[config.mk]
export PLATFORM = sky130hd
export DESIGN_NAME = adder_responder
export DESIGN_NICKNAME = d
export VERILOG_FILES = /design/src/rtl/adder_pkg.sv /design/src/rtl/adder_result_fifo.sv /design/src/rtl/adder_responder.sv
export SDC_FILE = /design/constraint.sdc
export NUM_CORES = 1
export LEC_CHECK = 0
export BUFFER_PORTS_ARGS = -buffer_cell sky130_fd_sc_hd__buf_2
export CAP_MARGIN = 20
export CORE_UTILIZATION = 35
export CTS_CLUSTER_SIZE = 28
export DETAILED_ROUTE_END_ITERATION = 8
export PLACE_DENSITY = 0.64
export REMOVE_ABC_BUFFERS = 1
export SYNTH_ARGS = -nofsm -noshare
export SYNTH_HDL_FRONTEND = slang
export SYNTH_SLANG_ARGS = --single-unit
[constraint.sdc]
create_clock -name clk -period 2 [get_ports clk]
set_clock_uncertainty 0.05 [all_clocks]
set_input_delay 0.3 -clock clk [delete_from_list [all_inputs] [get_ports clk]]
set_output_delay 0.3 -clock clk [all_outputs]
set_load 0.03 [all_outputs]
[src/rtl/adder_pkg.sv]
// Shared defaults and the result record for the adder responder slice.
package adder_pkg;

  localparam int DEF_WIDTH = 8;
  localparam int DEF_DEPTH = 2;
  localparam int DEF_CNT_W = 16;

  typedef struct packed {
    logic                 carry;
    logic [DEF_WIDTH-1:0] sum;
  } add_result_t;

endpackage

[src/rtl/adder_result_fifo.sv]
// Small power-of-two result FIFO with registered occupancy; head is the oldest entry.
module adder_result_fifo import adder_pkg::*; #(
  parameter int DEPTH  = DEF_DEPTH,
  parameter int DATA_W = DEF_WIDTH + 1
) (
  input  logic              clk,
  input  logic              rst,
  input  logic              push,
  input  logic [DATA_W-1:0] push_data,
  input  logic              pop,
  output logic              full,
  output logic              empty,
  output logic [DATA_W-1:0] head
);

  localparam int AW = $clog2(DEPTH);
  localparam int CW = AW + 1;

  logic [DATA_W-1:0] mem [DEPTH];
  logic [AW-1:0]     wr_ptr;
  logic [AW-1:0]     rd_ptr;
  logic [CW-1:0]     count;
  logic              do_push;
  logic              do_pop;

  assign full    = (count == CW'(DEPTH));
  assign empty   = (count == '0);
  assign do_push = push && !full;
  assign do_pop  = pop && !empty;
  assign head    = mem[rd_ptr];

  // Pointers wrap naturally because DEPTH is a power of two.
  always_ff @(posedge clk or posedge rst) begin
    if (rst) begin
      wr_ptr <= '0;
      rd_ptr <= '0;
      count  <= '0;
      for (int i = 0; i < DEPTH; i++) begin
        mem[i] <= '0;
      end
    end else begin
      if (do_push) begin
        mem[wr_ptr] <= push_data;
        wr_ptr      <= wr_ptr + AW'(1);
      end
      if (do_pop) begin
        rd_ptr <= rd_ptr + AW'(1);
      end
      case ({do_push, do_pop})
        2'b10:   count <= count + CW'(1);
        2'b01:   count <= count - CW'(1);
        default: count <= count;
      endcase
    end
  end

endmodule

[src/rtl/adder_responder.sv]
// Adder responder: accepts operand pairs, buffers {carry,sum} results, and
// delivers them in order while counting completed transactions.
module adder_responder import adder_pkg::*; #(
  parameter int WIDTH = DEF_WIDTH,
  parameter int DEPTH = DEF_DEPTH,
  parameter int CNT_W = DEF_CNT_W
) (
  input  logic             clk,
  input  logic             rst,
  input  logic             in_valid,
  output logic             in_ready,
  input  logic [WIDTH-1:0] in1,
  input  logic [WIDTH-1:0] in0,
  output logic             out_valid,
  input  logic             out_ready,
  output logic [WIDTH-1:0] sum_out,
  output logic             carry_out,
  output logic [CNT_W-1:0] txn_count
);

  localparam int RW = WIDTH + 1;

  logic [RW-1:0] add_full;
  logic [RW-1:0] head;
  logic [RW-1:0] last_result;
  logic          full;
  logic          empty;
  logic          push;
  logic          pop;

  assign add_full  = {1'b0, in1} + {1'b0, in0};
  assign in_ready  = !full;
  assign out_valid = !empty;
  assign push      = in_valid && in_ready;
  assign pop       = out_valid && out_ready;

  adder_result_fifo #(
    .DEPTH  (DEPTH),
    .DATA_W (RW)
  ) u_fifo (
    .clk       (clk),
    .rst       (rst),
    .push      (push),
    .push_data (add_full),
    .pop       (pop),
    .full      (full),
    .empty     (empty),
    .head      (head)
  );

  // Remember the last delivered result so the outputs hold it while idle.
  always_ff @(posedge clk or posedge rst) begin
    if (rst) begin
      last_result <= '0;
      txn_count   <= '0;
    end else if (pop) begin
      last_result <= head;
      txn_count   <= txn_count + CNT_W'(1);
    end
  end

  assign {carry_out, sum_out} = out_valid ? head : last_result;

endmodule

Yosys cells after proc, flatten, opt, wreduce, memory -nomap -nowiden
Index checks and enable logic that the tools add are counted.
{"block": "totals", "inputBits": 20, "word_cells": 38, "register_bits": 47}
{"block": "classes", "n_reduce_logical": 9, "n_mux": 8, "n_eq_ne": 3, "bitwise": 2, "add_sub_neg": 6, "order_cmp": 3}
{"op": "2-to-1 mux 9 bit", "count": 5}
{"op": "bitwise mux 18 bit", "count": 1}
{"op": "adder 16 x 1 -> 16 bit, second input constant", "count": 1}
{"op": "adder 8 x 8 -> 9 bit", "count": 1}
{"op": "demux 9 bit (select 1 bit)", "count": 1}
{"op": "logical AND 1 bit", "count": 5}
{"op": "equality test 2 bit, second input constant", "count": 2}
{"op": "greater-or-equal comparator 2 bit, second input constant", "count": 2}
{"op": "NOT 1 -> 2 bit", "count": 2}
{"op": "one-hot mux 2 bit (2 select lines)", "count": 1}
{"op": "adder 1 bit, second input constant", "count": 2}
{"op": "adder 2 x 1 -> 2 bit, second input constant", "count": 1}
{"op": "equality test 2 x 1 -> 1 bit, second input constant", "count": 1}
{"op": "logical NOT 1 bit", "count": 2}
{"op": "logical NOT 2 bit", "count": 1}
{"op": "less-than comparator 2 x 1 -> 1 bit, second input constant", "count": 1}
{"op": "nonzero test 2 bit", "count": 1}
{"op": "subtractor 2 x 1 -> 2 bit, second input constant", "count": 1}

Depth between registers and ports, before layout
Gate-level depths: netlist of the first run.
{"block": "depth", "ltp_word": 6, "mapped_depth": 7, "depth_no_buf": 7}

Hierarchy
A second synthesis of the first run with hierarchy kept.
{"block": "hier_totals", "cells_unflattened": 200, "hier_area_um2": 2499.9}
{"module": "adder_responder", "cells_each": 133, "seq_area_each_um2": 625.6, "area_per_inst_um2": 1503.9, "instances": 1}
{"module": "adder_result_fifo", "cells_each": 67, "seq_area_each_um2": 550.5, "area_per_inst_um2": 996.0, "instances": 1}

Worst setup path after synthesis of the first run
No wires, ideal clock.
{"block": "synth_path", "path_kind": "reg2out", "start": "reg u_fifo.count[0]", "end": "out carry_out", "required_time_ns": 1.650, "path_buffers": 2, "setup_slack_ns": -0.120, "arrival_ns": 1.770, "path_stages_with_launch": 5, "cell_sequence": "dfrtp_1 > or2_2 > buf_2 > buf_1 > a21oi_1"}
{"block": "synth_between", "elab_chain_len": 2}
{"item": "start, declared", "line": "adder_result_fifo.sv:22", "source": "logic [CW-1:0] count;"}
{"item": "start signal, assigned", "line": "adder_result_fifo.sv:50", "source": "2'b10: count <= count + CW'(1);"}
{"item": "start signal, assigned", "line": "adder_result_fifo.sv:51", "source": "2'b01: count <= count - CW'(1);"}
{"item": "start signal, assigned", "line": "adder_result_fifo.sv:52", "source": "default: count <= count;"}
{"item": "logical NOT 2 bit", "line": "adder_result_fifo.sv:27", "source": "assign empty = (count == '0);"}
{"item": "2-to-1 mux 9 bit", "line": "adder_responder.sv:62", "source": "assign {carry_out, sum_out} = out_valid ? head : last_result;"}
{"item": "end, declared", "line": "adder_responder.sv:17", "source": "output logic carry_out,"}
No other way between the ends.

Final worst setup path of the first run
Ends and elaborated chain as after synthesis.

==> impl_results.md, run 1 <==
- Min cycle time layout: 1.866 ns
- # IOs: 47
- Fmax: 535.9 MHz
- Worst EP required: 1.65 ns
- Synth Warn #: 0
- Total grt overflow: 0
- Residual DRC count: 0
- Met3 WL: 249 um
- GRT Total Usage: 0.1409
- Worst-case vdd ir drop: 390.9 uV
- Arr. time, crit path: 1.52 ns
- Initial drt markers: 85
- Async SR Flop Fraction: 1.000
- Post-CTS Setup Bufs: 0
- Final net count: 322
- Slew margin rel.: 0.6123
- CTS tree: built
- Initial antenna violation count: 0
- Final WS setup: 0.1341 ns
- Final Setup Violations: 0
- Row count: 30
- Total CTS buffers: 5
- Largest net degree at the start of global routing: 48
- Post-Synthesis Cells: 236
- Pwr/cell area: 1501 nW/um^2
- Maximum Capacitance Violations: 0
- Outcome: complete, no violations
- Vias in the first global route: 1,784
- Critical path class: register to primary output
- Yosys cell types: 40
- RePlAce Congestion: 0.7510
- Dominant synthesized flop cell: dfrtp_1
- Clock latency at the later pin of the worst-skew pair: 0.29 ns
- Final HPWL DP: 3573 um
- Filler instances: 667
- Non-Filler Cell Area, Final: 2977 um^2
- Clk slew on worst S/H paths: 0.08 ns
- Seq cells post-synth: 47
- Starting Density: 0.3641
- Synth area leader: dfrtp_1
- First-pass DRT Iterations: 4
- Setup TNS: 0 ns
- Layout cells sized above 1: 0.2680
- Via count: 1,892
- CP max FO: 19
- Crit. End Element: primary output
- Post-synth EDFFs: 0
- TritonCTS Sinks: 47
- Area Growth Syn to Fin: 19.67%
- Crit path launch type: register
- Most frequent cell after synthesis: dfrtp_1
- Mapped Area: 2487 um^2
- Syn_area_per_cell: 10.54 um^2
- Area contributors post-synth: dfrtp_1, xnor2_1, ha_1
- Die W: 86.30 um
- Htree depth: 2
- Final WL: 4778 um
- Final ANT Viol Nets: 0
- First-pass GRT wire length: 8252 um
- Leakage: 1.422 nW
- Area fraction of the dominant cell type after synthesis: 0.4728
- Placement Setup Slack: -0.006695 ns
- Placement Cell Area: 2870 um^2
- Clock Tree Root: clkbuf_8
- Met1 WL: 2377 um
- Slew Limit Fails: 0
- Measured slew at the worst slew-check pin: 0.5816 ns
- Met2 WL: 2106 um
- Endpoints failing hold: 0
- Die area: 7448 um^2
- Routed WL per cell: 12.35 um
- Die H: 86.30 um
- HP Class: input pin to asynchronous set/reset pin
- Power after layout: 4.467 mW
- Routed vias/inst: 4.889
- Final period utilization: 0.9329
- Top layer in use: met4
- # diodes: 0
- Clock Tree Buf Depth: 2
- RSZ-0062 raised after global routing: no
- Placeable Area: 6832 um^2
- Reg2reg path depth: 5
- IO Port Bufs: 46
- Register area share after synthesis: 0.4728
- Synth cell count leaders: dfrtp_1, nand2_1, xnor2_1
-- sequential cells by signal, indices dropped and copies added (netlist names) --
signal and cells:
u_fifo.mem 18, u_fifo.wr_ptr 1, last_result 9, u_fifo.count 2
txn_count 16, u_fifo.rd_ptr 1
-- critical path, cell delays in order (launching register included) --
cell and delay (ns):
dfrtp_2 0.47, or2_4 0.34, a21oi_1 0.18, buf_2 0.23
-- metrics by stage --
| step | hold slack, ns | util | instances |
|---|---|---|---|
| 5_1_grt | 0.1374 | 0.4357 | 387 |
| 4_1_cts | 0.1104 | 0.4355 | 387 |
| 6_report | 0.08791 | 0.4357 | 387 |
| 2_1_floorplan | 0.3947 | - | 230 |
| 3_3_place_gp | 0.4048 | 0.4201 | 380 |
| 3_5_place_dp | 0.4174 | 0.4201 | 380 |
-- cells by family after synthesis --
family / count (synthesis) / synth area share
and+or+nand+nor: 79 / 0.1776
DFF: 47 / 0.4728
AOI/OAI and AO/OA: 45 / 0.1076
xor gates and xnor gates: 23 / 0.08098
muxes: 19 / 0.08049
buffers and inverters: 12 / 0.02213
adders and majority gates: 11 / 0.05835
-- repair_timing --
action | 4_1_cts | 5_1_grt
pin swaps | 0 | 0
cloned | 0 | 0
hold buffers | 0 | 0
endpoints found under the setup margin | 3 | 1
resized for setup | 1 | 1
-- metal layers --
layer  GRT usage  vias to the layer above
met4     0.04545                        0
met1      0.1886                      894
li1            -                      944
met5           0                        -
met2      0.2258                       49
met3     0.03333                        5
-- final cells by class --
cell class / count / area, um^2 / area share
Clock buffer: 6 / 72.57 / 0.02438
Clock inverter: 1 / 30.03 / 0.01009
Inverter: 6 / 27.53 / 0.009248
Multi-Input combinational cell: 177 / 1259 / 0.4229
Sequential cell: 47 / 1177 / 0.3955
Tap cell: 96 / 120.1 / 0.04035
Timing Repair Buffer: 54 / 290.3 / 0.09752
-- worst paths after layout --
path / startpoint / to / slack (ns)
max: u_fifo.count[0] / carry_out / 0.13
min: rst / txn_count[8] / 0.09
max reg2reg: u_fifo.count[0] / u_fifo.count[1] / 0.22
min reg2reg: txn_count[15] / txn_count[15] / 0.42
max in group asynchronous: rst / u_fifo.count[0] / 1.38
min in group clk: out_ready / txn_count[2] / 0.31
-- placed cells by master, fill, tap and decap left out, types with 2 or more instances in the layout --
cell      Yosys  layout
nand4_1       5       5
o211ai_1      6       6
xnor2_1      18      18
mux2_2        8       8
dfrtp_1      47      46
xor2_1        5       5
clkbuf_8      0       5
buf_2         1      46
nand3_1       9       9
nand3_4       2       2
and3_1        2       2
a21oi_1      15      15
mux2i_1      11      11
inv_1         5       4
a21o_1        3       3
buf_4         1       8
nand2_1      32      32
nor2_1       12      12
nor3_4        2       2
o31ai_1       2       2
or4_1         4       4
and4_1        3       3
ha_1         10      10
o21ai_0      14      14
-- power by group --
part	switching (mW)	leakage (nW)	internal, mW
clock network	0.292	0.0513	0.366
logic	1.41	0.780	0.819
registers	0.254	0.590	1.32
No activity file was read; power rests on OpenSTA's default activity.
==> run 2, diff against run 1 <==
==> constraint.sdc (replaced) <==
create_clock -name clk -period 2.1 [get_ports clk]
set_clock_uncertainty 0.05 [all_clocks]
set_input_delay 0.315 -clock clk [delete_from_list [all_inputs] [get_ports clk]]
set_output_delay 0.315 -clock clk [all_outputs]
set_load 0.03 [all_outputs]
==> impl_results.md, run 2 (same netlist as run 1, synthesis figures left out) <==
- Crit. End Element: primary output
- IO Port Bufs: 46
- Initial drt markers: 85
- Post-CTS Setup Bufs: 0
- Most frequent cells in the layout: dfrtp_1, buf_2, nand2_1
- Final net count: 320
- Total CTS buffers: 5
- GRT Total Usage: 0.1424
- Final Util: 0.4370
- Crit path launch type: register
- RSZ-0062 raised after global routing: no
- Multi-input logic area: 1259 um^2
- Total grt overflow: 0
- Largest net degree at the start of global routing: 33
- Worst EP required: 1.74 ns
- Arr. time, crit path: 1.59 ns
- Final HPWL DP: 3639 um
- Min cycle time layout: 1.957 ns
- Via count: 1,868
- Placeable Area: 6832 um^2
- Initial antenna violation count: 0
- Routed WL per cell: 12.44 um
- First-pass GRT wire length: 8286 um
- Placement Cell Area: 2860 um^2
- Die area: 7448 um^2
- Die H: 86.30 um
- Layout cells sized above 1: 0.2621
- Reg area: 1176 um^2
- CTS tree: built
- Final period utilization: 0.9320
- Seq pwr share: 0.357
- # diodes: 0
- Leakage: 1.423 nW
- Final WS setup: 0.1428 ns
- Htree depth: 2
- Switching share of power: 0.4419
- Slew Limit Fails: 0
- Row count: 30
- Vias in the first global route: 1,752
- Non-Filler Cell Area, Final: 2985 um^2
- RePlAce Congestion: 0.7727
- Commonest non-fill, non-tap cell in the layout: dfrtp_1
- Die W: 86.30 um
- Outcome: complete, no violations
- Final Setup Violations: 0
- First-pass DRT Iterations: 4
- Reg with most FFs: u_fifo.mem
- CP max FO: 19
- Crit path cell chain: or2_4, nor2_1, a21oi_1, buf_2
- Starting Density: 0.3641
- HP Class: input pin to register
- Largest regs: u_fifo.mem: 18 flops, txn_count: 16 flops, last_result: 9 flops
- Worst-case vdd ir drop: 410.6 uV
- Measured slew at the worst slew-check pin: 0.6155 ns
- TritonCTS Sinks: 47
- Max FFs per register: 18
- Clock latency at the later pin of the worst-skew pair: 0.30 ns
- Final WL: 4803 um
- # IOs: 47
- CP max stage delay: 0.51 ns
- Clock Tree Root: clkbuf_8
- Routed vias/inst: 4.839
- Area Growth Syn to Fin: 20.02%
- Pwr/cell area: 1429 nW/um^2
- Residual DRC count: 0
- Maximum Capacitance Violations: 0
- Slew margin rel.: 0.5871
- Placement Setup Slack: 0.06621 ns
- Internal cell power: 2.380 mW
- Combinational share of power: 0.489
- Clock Tree Buf Depth: 2
- Endpoints failing hold: 0
- Filler instances: 707
- Fmax: 510.9 MHz
- Switching power: 1.884 mW
- Critical path class: register to primary output
- CP max-delay cell: dfrtp_1
- Final ANT Viol Nets: 0
- Clk slew on worst S/H paths: 0.08 ns
- Clock power share: 0.154
## run 2: changes by cell type in the layout (fill, tap and decap cells not counted)
cell / before / now
clkbuf_1: 1 / 0
dlygate4sd3_1: 0 / 1
dfrtp_2: 1 / 0
clkinv_4: 0 / 1
clkinv_2: 0 / 1
buf_12: 0 / 1
dfrtp_1: 46 / 47
buf_4: 8 / 4
## run 2: path summary, 6_finish.rpt
path                                  from  cells past startpoint  slack (ns)              end
min                              out_ready                      3        0.31     txn_count[2]
min reg2reg                  txn_count[15]                      1        0.42    txn_count[15]
max                        u_fifo.count[0]                      4        0.14        carry_out
max reg2reg                u_fifo.count[0]                      5        0.27  u_fifo.count[1]
max in group asynchronous              rst                      4        0.98   u_fifo.mem[17]
min in group asynchronous              rst                      3        0.50    txn_count[12]
## run 2: repair_timing
item                       CTS  global route
hold buffers                 1             0
setup endpoints to repair    0             7
resized for setup            0             1
hold endpoints to repair    15             0
## run 2: final cells by class
| class | count | area share |
|---|---|---|
| multi-input combinational | 177 | 0.4216 |
| sequential | 47 | 0.3940 |
| timing repair buffer | 52 | 0.09723 |
| tap | 96 | 0.04023 |
| clock buffer | 5 | 0.02305 |
| clock inverter | 3 | 0.01467 |
| inverter | 6 | 0.009220 |
## run 2: routing by layer
layer | part of all wire | up-vias | wire [um] | track usage
li1 | - | 941 | - | -
met1 | 0.49 | 869 | 2354 | 0.1949
met2 | 0.45 | 52 | 2177 | 0.2237
met3 | 0.046 | 6 | 223 | 0.03619
met4 | 0.010 | 0 | 48 | 0.04091
met5 | 0 | - | 0 | 0
## run 2: critical path, delay by kind of cell, from the launching register on
| kind | cells | cell delay [ns] |
|---|---|---|
| flops | 1 | 0.51 |
| simple gates | 2 | 0.36 |
| buf+inv | 1 | 0.23 |
| compound gates | 1 | 0.18 |
## run 2: power by group through the flow
| stage | registers, mW | logic [mW] | clock network, mW |
|---|---|---|---|
| 3_5_place_dp | 1.55 | 2.10 | 0 |
| 6_report | 1.52 | 2.08 | 0.657 |
| 2_1_floorplan | 1.63 | 1.42 | 0 |
| 5_1_grt | 1.57 | 2.28 | 0.711 |
| 3_3_place_gp | 1.53 | 2.07 | 0 |
| 4_1_cts | 1.52 | 2.10 | 0.682 |
## run 2: per-stage QoR
stage / setup TNS (ns) / hold slack (ns) / cells / power [mW]
3_5_place_dp: 0 / 0.2833 / 377 / 3.641
6_report: 0 / 0.3055 / 386 / 4.265
3_3_place_gp: 0 / 0.2875 / 377 / 3.595
4_1_cts: 0 / 0.2972 / 386 / 4.309
2_1_floorplan: -0.1769 / 0.3947 / 230 / 3.049
5_1_grt: 0 / 0.3219 / 386 / 4.564
